$ cat config.mk
export PLATFORM = sky130hd
export DESIGN_NAME = pipe_hazard_ctrl
export DESIGN_NICKNAME = d
export VERILOG_FILES = /design/src/rtl/cpu_pkg.sv /design/src/rtl/hazard_fwd_sel.sv /design/src/rtl/pipe_hazard_ctrl.sv
export SDC_FILE = /design/constraint.sdc
export NUM_CORES = 1
export LEC_CHECK = 0
export CORE_AREA = 3 3 65 67
export CTS_CLUSTER_SIZE = 24
export DETAILED_ROUTE_END_ITERATION = 8
export DIE_AREA = 0 0 68 70
export PLACE_DENSITY = 0.67
export RECOVER_POWER = 25
export SLEW_MARGIN = 40
export SYNTH_ARGS = -nofsm -noshare
export SYNTH_HDL_FRONTEND = slang
export SYNTH_SLANG_ARGS = --single-unit
export TNS_END_PERCENT = 10
$ cat constraint.sdc
create_clock -name i_clk -period 6.9 [get_ports i_clk]
set_input_delay 1.035 -clock i_clk [delete_from_list [all_inputs] [get_ports i_clk]]
set_output_delay 1.035 -clock i_clk [all_outputs]
set_load 0.05 [all_outputs]
$ cat src/rtl/cpu_pkg.sv
// Shared pipeline-control types: forwarding encodings, memory-wait FSM states and the
// per-stage tracking entry used by the hazard controller.
package cpu_pkg;

  localparam logic [1:0] FwdRf  = 2'b00;
  localparam logic [1:0] FwdWb  = 2'b01;
  localparam logic [1:0] FwdMem = 2'b10;

  typedef enum logic {
    StRun   = 1'b0,
    StMwait = 1'b1
  } mem_state_e;

  typedef struct packed {
    logic       valid;
    logic       regwrite;
    logic       memtoreg;
    logic       memwrite;
    logic [4:0] dst;
  } stage_t;

  // $0 is hardwired, so an instruction targeting it never produces a value to wait for.
  function automatic logic is_writer(input logic valid, input logic regwrite,
                                     input logic [4:0] dst);
    return valid & regwrite & (dst != 5'd0);
  endfunction

endpackage

$ cat src/rtl/hazard_fwd_sel.sv
// Per-operand hazard compare: EX operand forward select and ID source stall match.
// Forwarding logic exists only when PIPE_HAZARD_FWD_EN is defined.
module hazard_fwd_sel
  import cpu_pkg::*;
(
  input  logic       i_id_use,
  input  logic [4:0] i_id_src,
  input  logic       i_ex_use,
  input  logic [4:0] i_ex_src,
  input  logic       i_ex_wr,
  input  logic       i_ex_load,
  input  logic [4:0] i_ex_dst,
  input  logic       i_mem_wr,
  input  logic [4:0] i_mem_dst,
  input  logic       i_wb_wr,
  input  logic [4:0] i_wb_dst,
  output logic [1:0] o_fwd,
  output logic       o_stall
);

  logic w_ex_hit;
  logic w_mem_hit;
  logic w_wb_hit;

  assign w_ex_hit = i_id_use & i_ex_wr & (i_ex_dst == i_id_src);

`ifdef PIPE_HAZARD_FWD_EN
  assign w_mem_hit = i_ex_use & i_mem_wr & (i_mem_dst == i_ex_src);
  assign w_wb_hit  = i_ex_use & i_wb_wr & (i_wb_dst == i_ex_src);
  // MEM holds the younger result, so it wins over WB.
  assign o_fwd     = w_mem_hit ? FwdMem : (w_wb_hit ? FwdWb : FwdRf);
  assign o_stall   = w_ex_hit & i_ex_load;
`else
  logic w_unused_ex;

  // Without bypass paths the ID reader must wait until every older writer has retired.
  assign w_mem_hit   = i_id_use & i_mem_wr & (i_mem_dst == i_id_src);
  assign w_wb_hit    = i_id_use & i_wb_wr & (i_wb_dst == i_id_src);
  assign o_fwd       = FwdRf;
  assign o_stall     = w_ex_hit | w_mem_hit | w_wb_hit;
  assign w_unused_ex = ^{i_ex_use, i_ex_src, i_ex_load};
`endif

endmodule

$ cat src/rtl/pipe_hazard_ctrl.sv
// Five-stage pipeline hazard controller: load-use stall, forwarding, branch/jump flush and
// data-memory wait freeze. Define PIPE_HAZARD_FWD_EN to enable operand forwarding.
module pipe_hazard_ctrl
  import cpu_pkg::*;
(
  input  logic       i_clk,
  input  logic       i_rst_n,
  input  logic       i_id_valid,
  input  logic [4:0] i_id_rs,
  input  logic [4:0] i_id_rt,
  input  logic       i_id_use_rs,
  input  logic       i_id_use_rt,
  input  logic       i_dec_regwrite,
  input  logic       i_dec_memtoreg,
  input  logic       i_dec_memwrite,
  input  logic       i_dec_jump,
  input  logic [4:0] i_dec_dst,
  input  logic       i_ex_br_taken,
  input  logic       i_mem_ready,
  output logic       o_mem_req,
  output logic       o_stall_pc,
  output logic       o_stall_ifid,
  output logic       o_flush_ifid,
  output logic       o_flush_idex,
  output logic [1:0] o_fwd_a,
  output logic [1:0] o_fwd_b,
  output logic       o_stall_all
);

  stage_t     r_ex, r_mem, r_wb;
  logic [4:0] r_ex_rs, r_ex_rt;
  logic       r_ex_use_rs, r_ex_use_rt;
  mem_state_e r_state, w_state_next;

  stage_t w_id_entry;
  logic   w_ex_wr, w_mem_wr, w_wb_wr;
  logic   w_stall_a, w_stall_b, w_load_use, w_active, w_bubble;
  logic   w_unused_wb;

  assign w_ex_wr     = is_writer(r_ex.valid, r_ex.regwrite, r_ex.dst);
  assign w_mem_wr    = is_writer(r_mem.valid, r_mem.regwrite, r_mem.dst);
  assign w_wb_wr     = is_writer(r_wb.valid, r_wb.regwrite, r_wb.dst);
  assign w_unused_wb = r_wb.memtoreg ^ r_wb.memwrite;

  assign w_id_entry = '{valid: i_id_valid, regwrite: i_dec_regwrite, memtoreg: i_dec_memtoreg,
                        memwrite: i_dec_memwrite, dst: i_dec_dst};

  hazard_fwd_sel u_sel_a (
    .i_id_use  (i_id_valid & i_id_use_rs),
    .i_id_src  (i_id_rs),
    .i_ex_use  (r_ex_use_rs),
    .i_ex_src  (r_ex_rs),
    .i_ex_wr   (w_ex_wr),
    .i_ex_load (r_ex.memtoreg),
    .i_ex_dst  (r_ex.dst),
    .i_mem_wr  (w_mem_wr),
    .i_mem_dst (r_mem.dst),
    .i_wb_wr   (w_wb_wr),
    .i_wb_dst  (r_wb.dst),
    .o_fwd     (o_fwd_a),
    .o_stall   (w_stall_a)
  );

  hazard_fwd_sel u_sel_b (
    .i_id_use  (i_id_valid & i_id_use_rt),
    .i_id_src  (i_id_rt),
    .i_ex_use  (r_ex_use_rt),
    .i_ex_src  (r_ex_rt),
    .i_ex_wr   (w_ex_wr),
    .i_ex_load (r_ex.memtoreg),
    .i_ex_dst  (r_ex.dst),
    .i_mem_wr  (w_mem_wr),
    .i_mem_dst (r_mem.dst),
    .i_wb_wr   (w_wb_wr),
    .i_wb_dst  (r_wb.dst),
    .o_fwd     (o_fwd_b),
    .o_stall   (w_stall_b)
  );

  assign o_mem_req = r_mem.valid & (r_mem.memtoreg | r_mem.memwrite);

  // The freeze lifts in the cycle the memory reports ready so the access retires exactly once.
  always_comb begin
    w_state_next = r_state;
    o_stall_all  = 1'b0;
    case (r_state)
      StRun: begin
        if (o_mem_req && !i_mem_ready) begin
          o_stall_all  = 1'b1;
          w_state_next = StMwait;
        end
      end
      StMwait: begin
        o_stall_all = ~i_mem_ready;
        if (i_mem_ready) begin
          w_state_next = StRun;
        end
      end
      default: w_state_next = StRun;
    endcase
  end

  // Flush/stall decisions are held off while frozen or in reset; a taken branch beats load-use.
  assign w_active     = i_rst_n & ~o_stall_all;
  assign w_load_use   = w_stall_a | w_stall_b;
  assign o_stall_pc   = w_active & w_load_use & ~i_ex_br_taken;
  assign o_stall_ifid = o_stall_pc;
  assign o_flush_idex = w_active & (i_ex_br_taken | w_load_use);
  assign o_flush_ifid = w_active & (i_ex_br_taken | (i_id_valid & i_dec_jump & ~w_load_use));
  assign w_bubble     = o_flush_idex | o_stall_ifid;

  always_ff @(posedge i_clk or negedge i_rst_n) begin
    if (!i_rst_n) begin
      r_state     <= StRun;
      r_ex        <= '0;
      r_mem       <= '0;
      r_wb        <= '0;
      r_ex_rs     <= '0;
      r_ex_rt     <= '0;
      r_ex_use_rs <= 1'b0;
      r_ex_use_rt <= 1'b0;
    end else begin
      r_state <= w_state_next;
      if (!o_stall_all) begin
        r_mem   <= r_ex;
        r_wb    <= r_mem;
        r_ex_rs <= i_id_rs;
        r_ex_rt <= i_id_rt;
        if (w_bubble) begin
          r_ex        <= '0;
          r_ex_use_rs <= 1'b0;
          r_ex_use_rt <= 1'b0;
        end else begin
          r_ex        <= w_id_entry;
          r_ex_use_rs <= i_id_valid & i_id_use_rs;
          r_ex_use_rt <= i_id_valid & i_id_use_rt;
        end
      end
    end
  end

endmodule

## Word level (Yosys, flattened, before mapping)

Cells that the tools add are included.

- Output and inout port bits: 10
- Word-level logic and storage cells: 72
- Bits of input ports: 26
- Flip-flop bits (word level): 26

- Mux-type cells: 5
- Equal/unequal tests: 6
- Bitwise logic cells: 42
- Reductions and logical operators: 5

Operator list:

| cell | count |
|---|---|
| 5-bit equality test | 6 |
| 1-bit AND | 28 |
| 5-bit nonzero test | 3 |
| 9-bit 2-to-1 mux | 1 |
| 1-bit bitwise OR | 9 |
| 1-bit inverter | 5 |
| 1-bit one-hot mux with 2 select lines | 2 |
| 1-bit 2-to-1 mux | 2 |
| 1-bit logical AND | 1 |
| 1-bit logical NOT | 1 |

## Logic depth before layout (Yosys ltp)

Gate-level depths: netlist of the first run.

- Depth after elaboration: 11
- Depth in mapped cells: 7
- Mapped depth without buffers: 5

## Modules after synthesis

From an unflattened synthesis of the first run, not the netlist that was laid out.

- Cell total of the unflattened synthesis: 150
- Area, all modules: 1935.6 um2

Modules (own cells, without submodules):

| module | area an instance (um2) | times used | seq. area each (um2) | cells an instance |
|---|---|---|---|---|
| pipe_hazard_ctrl | 1550.2 | 1 | 950.9 | 100 |
| hazard_fwd_sel | 192.7 | 2 | 0.0 | 25 |

## Worst setup path after synthesis of the first run

Ideal clock, no wire load.

- Kind: in2out
- Start: input port i_id_rs[2]
- End: output port o_stall_pc
- Path slack: 2.523 ns
- Arrival: 3.342 ns
- Required time: 5.865 ns
- Buffers on the path: 2
- Stages: 7
- Path through: xnor2_1 -> nand4_1 -> o32ai_1 -> a222oi_1 -> buf_4 -> nor3_1 -> buf_4

- Longest elaborated chain between the ends: 7
- Elaborated cells on any way between the ends: 11
- Those cells by class: 3 x eq/ne; 8 x bitwise

Ends and longest elaborated chain:

| what | RTL line | RTL |
|---|---|---|
| start, declared | pipe_hazard_ctrl.sv:9 | `input logic [4:0] i_id_rs,` |
| 5-bit equality test (on tied branches) | hazard_fwd_sel.sv:25, hazard_fwd_sel.sv:37 |  |
| 1-bit AND (on tied branches) | hazard_fwd_sel.sv:25, hazard_fwd_sel.sv:37 |  |
| 1-bit bitwise OR | hazard_fwd_sel.sv:40 | `assign o_stall = w_ex_hit \| w_mem_hit \| w_wb_hit;` |
| 1-bit bitwise OR (*) | hazard_fwd_sel.sv:40 |  |
| 1-bit bitwise OR (*) | pipe_hazard_ctrl.sv:105 | `assign w_load_use = w_stall_a \| w_stall_b;` |
| 1-bit AND (*) (2 in series) | pipe_hazard_ctrl.sv:106 | `assign o_stall_pc = w_active & w_load_use & ~i_ex_br_taken;` |
| end, declared | pipe_hazard_ctrl.sv:21 | `output logic o_stall_pc,` |

Every way passes the cells marked *; elsewhere a longest branch is shown, timed or not.

## Final worst setup path of the first run

- Start: input port i_rst_n
- End: output port o_flush_ifid

- Longest elaborated chain between the ends: 2

Ends and longest elaborated chain:

| what | RTL line | RTL |
|---|---|---|
| start, declared | pipe_hazard_ctrl.sv:7 | `input logic i_rst_n,` |
| 1-bit AND | pipe_hazard_ctrl.sv:104 | `assign w_active = i_rst_n & ~o_stall_all;` |
| 1-bit AND | pipe_hazard_ctrl.sv:109 | `assign o_flush_ifid = w_active & (i_ex_br_taken \| (i_id_valid & i_dec_jump & ~w_load_use));` |
| end, declared | pipe_hazard_ctrl.sv:23 | `output logic o_flush_ifid,` |

Every way passes these cells.

==> results of run 1 <==
[flip-flops by register name (all words and copies together) (netlist names)]
signal	cells
r_ex	9
r_mem	9
r_wb	7
r_state	1
[power by group through the flow]
| stage | sequential (mW) | combinational, mW | clock [mW] |
|---|---|---|---|
| after floorplan | 0.280 | 0.253 | 0 |
| after global placement | 0.301 | 0.311 | 0 |
| after detailed placement | 0.303 | 0.316 | 0 |
| after CTS | 0.300 | 0.318 | 0.129 |
| after global routing | 0.311 | 0.345 | 0.135 |
| final | 0.299 | 0.317 | 0.126 |
[worst reg2reg max path: stages, from the launching register on]
cell and delay, ps:
dfrtp_1 450, or3_1 430, o311a_1 320, a222oi_1 320, buf_4 240, a21o_1 140
[logic make-up after synthesis]
family,Yosys count,synth area share
other cells,1,0.00229
simple gates,45,0.157
compound gates,29,0.128
flops,26,0.398
buf+inv,13,0.0436
xor+xnor,30,0.161
mux,16,0.110
[layout by cell type, fill, tap and decap left out, drive strengths merged, types with 6 or more instances in the layout]
| cell type | synthesis | routed |
|---|---|---|
| a21o | 9 | 9 |
| o21ai | 9 | 9 |
| xnor2 | 28 | 28 |
| nand2 | 11 | 11 |
| dfrtp | 26 | 26 |
| clkdlybuf4s50 | 0 | 30 |
| nand4 | 6 | 6 |
| nor3b | 9 | 9 |
| nand2b | 10 | 10 |
| mux2 | 16 | 16 |
[cell type report]
cell class / count / area (sq um)
fill: 352 / 1650
tap: 48 / 60.1
clock inverter: 1 / 30.0
timing repair buffer: 33 / 322
clock buffer: 3 / 41.3
inverter: 1 / 3.75
sequential: 26 / 651
multi-input combinational: 124 / 930
[per-layer routing]
metal  track usage  vias to the layer above  routed length, um
li1              -                      613                  -
met1         0.206                      595               1580
met2         0.243                       40               1630
met3        0.0193                        4                179
met4        0.0596                        0                 40
met5             0                        -                  0
[metrics by stage]
stage	util	hold slack [ps]	setup slack, ps	std cells	power [mW]
3_3_place_gp	0.532	494	2330	232	0.612
2_1_floorplan	-	480	2520	163	0.533
5_1_grt	0.552	527	1290	236	0.791
6_report	0.552	514	1710	236	0.742
3_5_place_dp	0.532	496	2330	232	0.619
4_1_cts	0.552	517	2310	236	0.747
[worst paths after layout]
path	depth (start not counted)	startpoint	endpoint	slack (ps)
min in group asynchronous	2	i_rst_n	r_wb[7]	1720
setup / recovery	5	i_rst_n	o_flush_ifid	1710
setup reg to reg	5	r_mem[0]	r_ex[5]	4950
max in group asynchronous	2	i_rst_n	r_wb[0]	4210
hold reg to reg	1	r_wb[8]	r_wb[8]	510
hold / removal	1	r_wb[8]	r_wb[8]	510
==> out/results.txt, run 1 <==
Area contributors post-synth - dfrtp_1 (40%), xnor2_1 (15%), mux2_2 (11%), a21o_1 (4.1%), nor3b_1 (4.1%)
clk slew on worst S/H paths - 90 ps
Final Cycle Share - 0.752
TritonRoute pass-1 iters - 4
status - complete, but fails checks
Flop pwr share - 0.403
I/O pins - 36
Clock Skew - 1.09 ps
RSZ-0062 raised after global routing - no
Worst setup EP type - primary output
vias per cell - 5.31
grt ovf - 0
DP Area - 1960 sq um
Clock H-tree levels - 1
slew at the pin closest to its max-slew limit - 1670 ps
Final Hold Viols - 0
WL/cell - 14.6 um
share of cells above drive strength 1 - 0.117
# hold bufs at CTS - 0
Clock Tree Buf Depth - 2
Distinct cells, synth - 27
crit path max fanout - 36
Critical Path RT - 5860 ps
drt initial violations - 75
leading area contributor after synthesis - dfrtp_1
first-pass GRT wire length - 5.58 mm
CP bufs+invs - 3
YS warnings - 0
maximum clock frequency - 0.193 GHz
Finished Cell Area - 2040 sq um
number of flops mapped to enable cells by yosys - 0
FP Rows - 22
most frequent cells after synthesis - xnor2_1 (28), dfrtp_1 (26), mux2_2 (16)
Final Wtd Congestion - 0.908
power per standard cell area - 364 nW/um^2
Hold Path Class - flip-flop to flip-flop
pin count of the biggest net entering global routing - 47
max incr delay on CP - 1200 ps
TritonCTS clock tree - built
post-DP HPWL - 2.56 mm
Initial Util - 0.443
Routed Antenna Nets - 0
DRC - 0
Root Buffer - clkbuf_8
CTS sink count - 26
Worst EP arrival - 4150 ps
Setup TNS Final - 0 ps
CP max stage cell - clkbuf_1
Sw Share - 0.365
core area - 3690 sq um
Cells after Synth - 160
ant diodes - 0
Largest delay share family, worst path - buffers and inverters
CP cell instances - dlygate4sd3_1, clkbuf_1, nand2b_1, a2bb2o_1, clkdlybuf4s50_1
vias in the first global route - 1273
endpoints failing setup - 0
die width - 68 um
PostCTS Resize Cnt - 0
initial antenna violation count - 0
Crit Path Class - input port to primary output
internal power - 0.471 mW
Area growth syn-to-layout - 24.7%
slew margin rel. - -0.112
Most used DFF post-synth - dfrtp_1
leak pwr - 0.800 nW
Synth async-reset ratio - 1.00
worst vdd ir - 0.000176 V
GRT Util Overall - 0.153
Avg Inst Size Synth - 10.2 sq um
violated checks - max-capacitance violations, max-slew violations
CP startpoint kind - input port
Vias - 1252
post-synth top area share - 0.398
Max Cap Viol - 1
Final nets - 215
chip height - 70 um
clock share of power - 0.170
synthesized cell area - 1630 sq um
cts bufs inserted - 3
most common cell in the netlist - xnor2_1
die area - 4760 sq um
Combinational Power Share - 0.427
Yosys reg bits - 26
WL final - 3.44 mm
Skew-Pair Late Insertion Delay - 270 ps
switching pwr - 0.271 mW
max-slew violations - 37
fin crit period - 5190 ps
post-synthesis sequential area ratio - 0.398
postcts setup bufs - 0
Port Buf Inserts - 31
Note: power is estimated with default switching activity, not from simulation.
==> run 2: changes to the inputs <==
PLACE_DENSITY = 0.7   (was 0.67)
clock period = 4.7 ns   (was 6.9 ns; I/O delays follow)
==> run 2 against run 1 <==
- the flow still finishes with violations (max-capacitance violations, max-slew violations)
- hold slack about the same
- clock power grew 9.5%
- count of clock-buffer cells in the layout rose by 1
- highest routed layer unchanged
==> out/results.txt, run 2 (same netlist as run 1, synthesis figures left out) <==
Port Buf Inserts - 31 (unchanged)
Sw Share - 0.381 (+0.0157)
WL/cell - 15.3 um (+4.7%)
Critical Path RT - 3990 ps (-1870 ps)
final worst setup slack - 691 ps (-1020 ps)
crit path max fanout - 6 (-83%)
PostCTS Resize Cnt - 0 (unchanged)
postcts setup bufs - 0 (unchanged)
I/O pins - 36 (unchanged)
Clock Tree Buf Depth - 2 (unchanged)
GRT Util Overall - 0.159 (+0.00618)
drt initial violations - 46 (-39%)
max-slew violations - 36 (-2.7%)
maximum clock frequency - 0.249 GHz
endpoints failing setup - 0 (unchanged)
cts bufs inserted - 3 (unchanged)
grt ovf - 0 (unchanged)
Worst EP arrival - 3300 ps (-850 ps)
core area - 3690 sq um (unchanged)
FP Rows - 22 (unchanged)
power per standard cell area - 521 nW/um^2 (+43%)
chip height - 70 um (unchanged)
leak pwr - 0.796 nW (-0.49%)
TritonCTS clock tree - built
Routed Antenna Nets - 0 (unchanged)
WL final - 3.62 mm (+5.2%)
slew margin rel. - -0.0729 (+0.0387)
fin crit period - 4010 ps
registers with the most flip-flops - r_ex x9, r_mem x9, r_wb x7
Setup TNS Final - 0 ps (unchanged)
status - complete, but fails checks
violated checks - max-capacitance violations, max-slew violations
Clock Skew - 4.92 ps (+3.83 ps)
initial antenna violation count - 0 (unchanged)
Flop pwr share - 0.424 (+0.021)
Skew-Pair Late Insertion Delay - 260 ps (about the same)
post-DP HPWL - 2.71 mm (+6.1%)
DP Worst Slack - 677 ps (-1650 ps)
internal power - 0.653 mW (+39%)
Area growth syn-to-layout - 23.7%
Final nets - 216 (+0.47%)
TritonRoute pass-1 iters - 4 (unchanged)
most common cell after layout, fill and taps aside - clkdlybuf4s50_1
CP startpoint kind - input port
Crit Path Class - input port to primary output
Final Cycle Share - 0.853
Combinational Power Share - 0.445 (+0.018)
Post-Layout Cell Count - 237 (+0.42%)
most frequent cells in the layout - clkdlybuf4s50_1 (30), xnor2_1 (28), dfrtp_1 (26), mux2_2 (16), nand2_1 (11)
die area - 4760 sq um (unchanged)
Final Wtd Congestion - 0.901 (-0.84%)
vias in the first global route - 1351 (+6.1%)
ant diodes - 0 (unchanged)
Final Hold Viols - 0 (unchanged)
# hold bufs at CTS - 0 (unchanged)
share of cells above drive strength 1 - 0.122 (+0.00467)
placed insts - 233 (+0.43%)
DRC - 0 (unchanged)
Worst setup EP type - primary output
Clock H-tree levels - 1 (unchanged)
Vias - 1293 (+3.3%)
clock share of power - 0.131 (-0.039)
Max Cap Viol - 1 (unchanged)
worst vdd ir - 0.000233 V (+32%)
vias per cell - 5.46 (+2.8%)
switching pwr - 0.401 mW (+48%)
CTS sink count - 26 (unchanged)
first-pass GRT wire length - 5.89 mm (+5.7%)
Hold Path Class - flip-flop to flip-flop
RSZ-0062 raised after global routing - no
pin count of the biggest net entering global routing - 46 (-2.1%)
die width - 68 um (unchanged)
slew at the pin closest to its max-slew limit - 1610 ps (-58.1 ps)
clk slew on worst S/H paths - 90 ps (about the same)
Root Buffer - clkbuf_8
Initial Util - 0.443 (unchanged)
## run 2: cell types whose count changed in the layout (fill, tap and decap cells not counted)
cell,change
buf_4,+1
bufinv_16,-1
clkbuf_8,+1
o21ba_2,+1
o21ba_4,-1
## run 2: worst paths after layout
path                             from           end  slack, ps  cells after the start
max                        i_id_rt[3]  o_flush_ifid        690                      7
min                           r_wb[7]       r_wb[7]        510                      1
max reg2reg                   r_ex[1]       r_ex[5]       2350                      5
min reg2reg                   r_wb[7]       r_wb[7]        510                      1
max in group asynchronous     i_rst_n       r_ex[1]       2290                      2
min in group asynchronous     i_rst_n      r_mem[5]       1480                      2
## run 2: per-stage QoR
| step | utilization | instance area [sq um] | hold WS, ps | power [mW] |
|---|---|---|---|---|
| final | 0.548 | 2020 | 514 | 1.05 |
| after global routing | 0.548 | 2020 | 524 | 1.13 |
| after CTS | 0.549 | 2030 | 517 | 1.06 |
| after detailed placement | 0.534 | 1970 | 495 | 0.921 |
| after global placement | 0.534 | 1970 | 491 | 0.904 |
| after floorplan | - | 1650 | 409 | 0.783 |
## run 2: power groups by stage
stage          clock [mW]  sequential (mW)  combinational, mW
6_report            0.138            0.447              0.469
5_1_grt             0.152            0.463              0.511
4_1_cts             0.144            0.448              0.472
3_5_place_dp            0            0.452              0.469
3_3_place_gp            0            0.447              0.457
2_1_floorplan           0            0.412              0.371
## run 2: layout make-up
class	instances	area, sq um
fillers	324	1670
multi-input cells	124	923
flip-flops and latches	26	651
repair buffers	34	329
well taps	48	60.1
clock buffers	4	55.1
inverters	1	3.75
## run 2: layer usage
| metal | up-vias | GRT usage | share of wire |
|---|---|---|---|
| met4 | 0 | 0.0574 | 0.024 |
| met3 | 8 | 0.0241 | 0.051 |
| li1 | 618 | - | - |
| met1 | 624 | 0.210 | 0.45 |
| met5 | - | 0 | 0 |
| met2 | 43 | 0.257 | 0.47 |
## run 2: critical path, stage by stage
cell and delay [ps]:
clkdlybuf4s50_1 490, xnor2_1 190, nand4_1 90, o22ai_1 90
a222oi_1 710, a2bb2o_1 240, clkdlybuf4s50_1 800
==> run 3: changes to the inputs <==
CAP_MARGIN = 20   (was default)
==> results of run 3 <==
No change in the layout: final DEF, timing and power equal those of run 2.
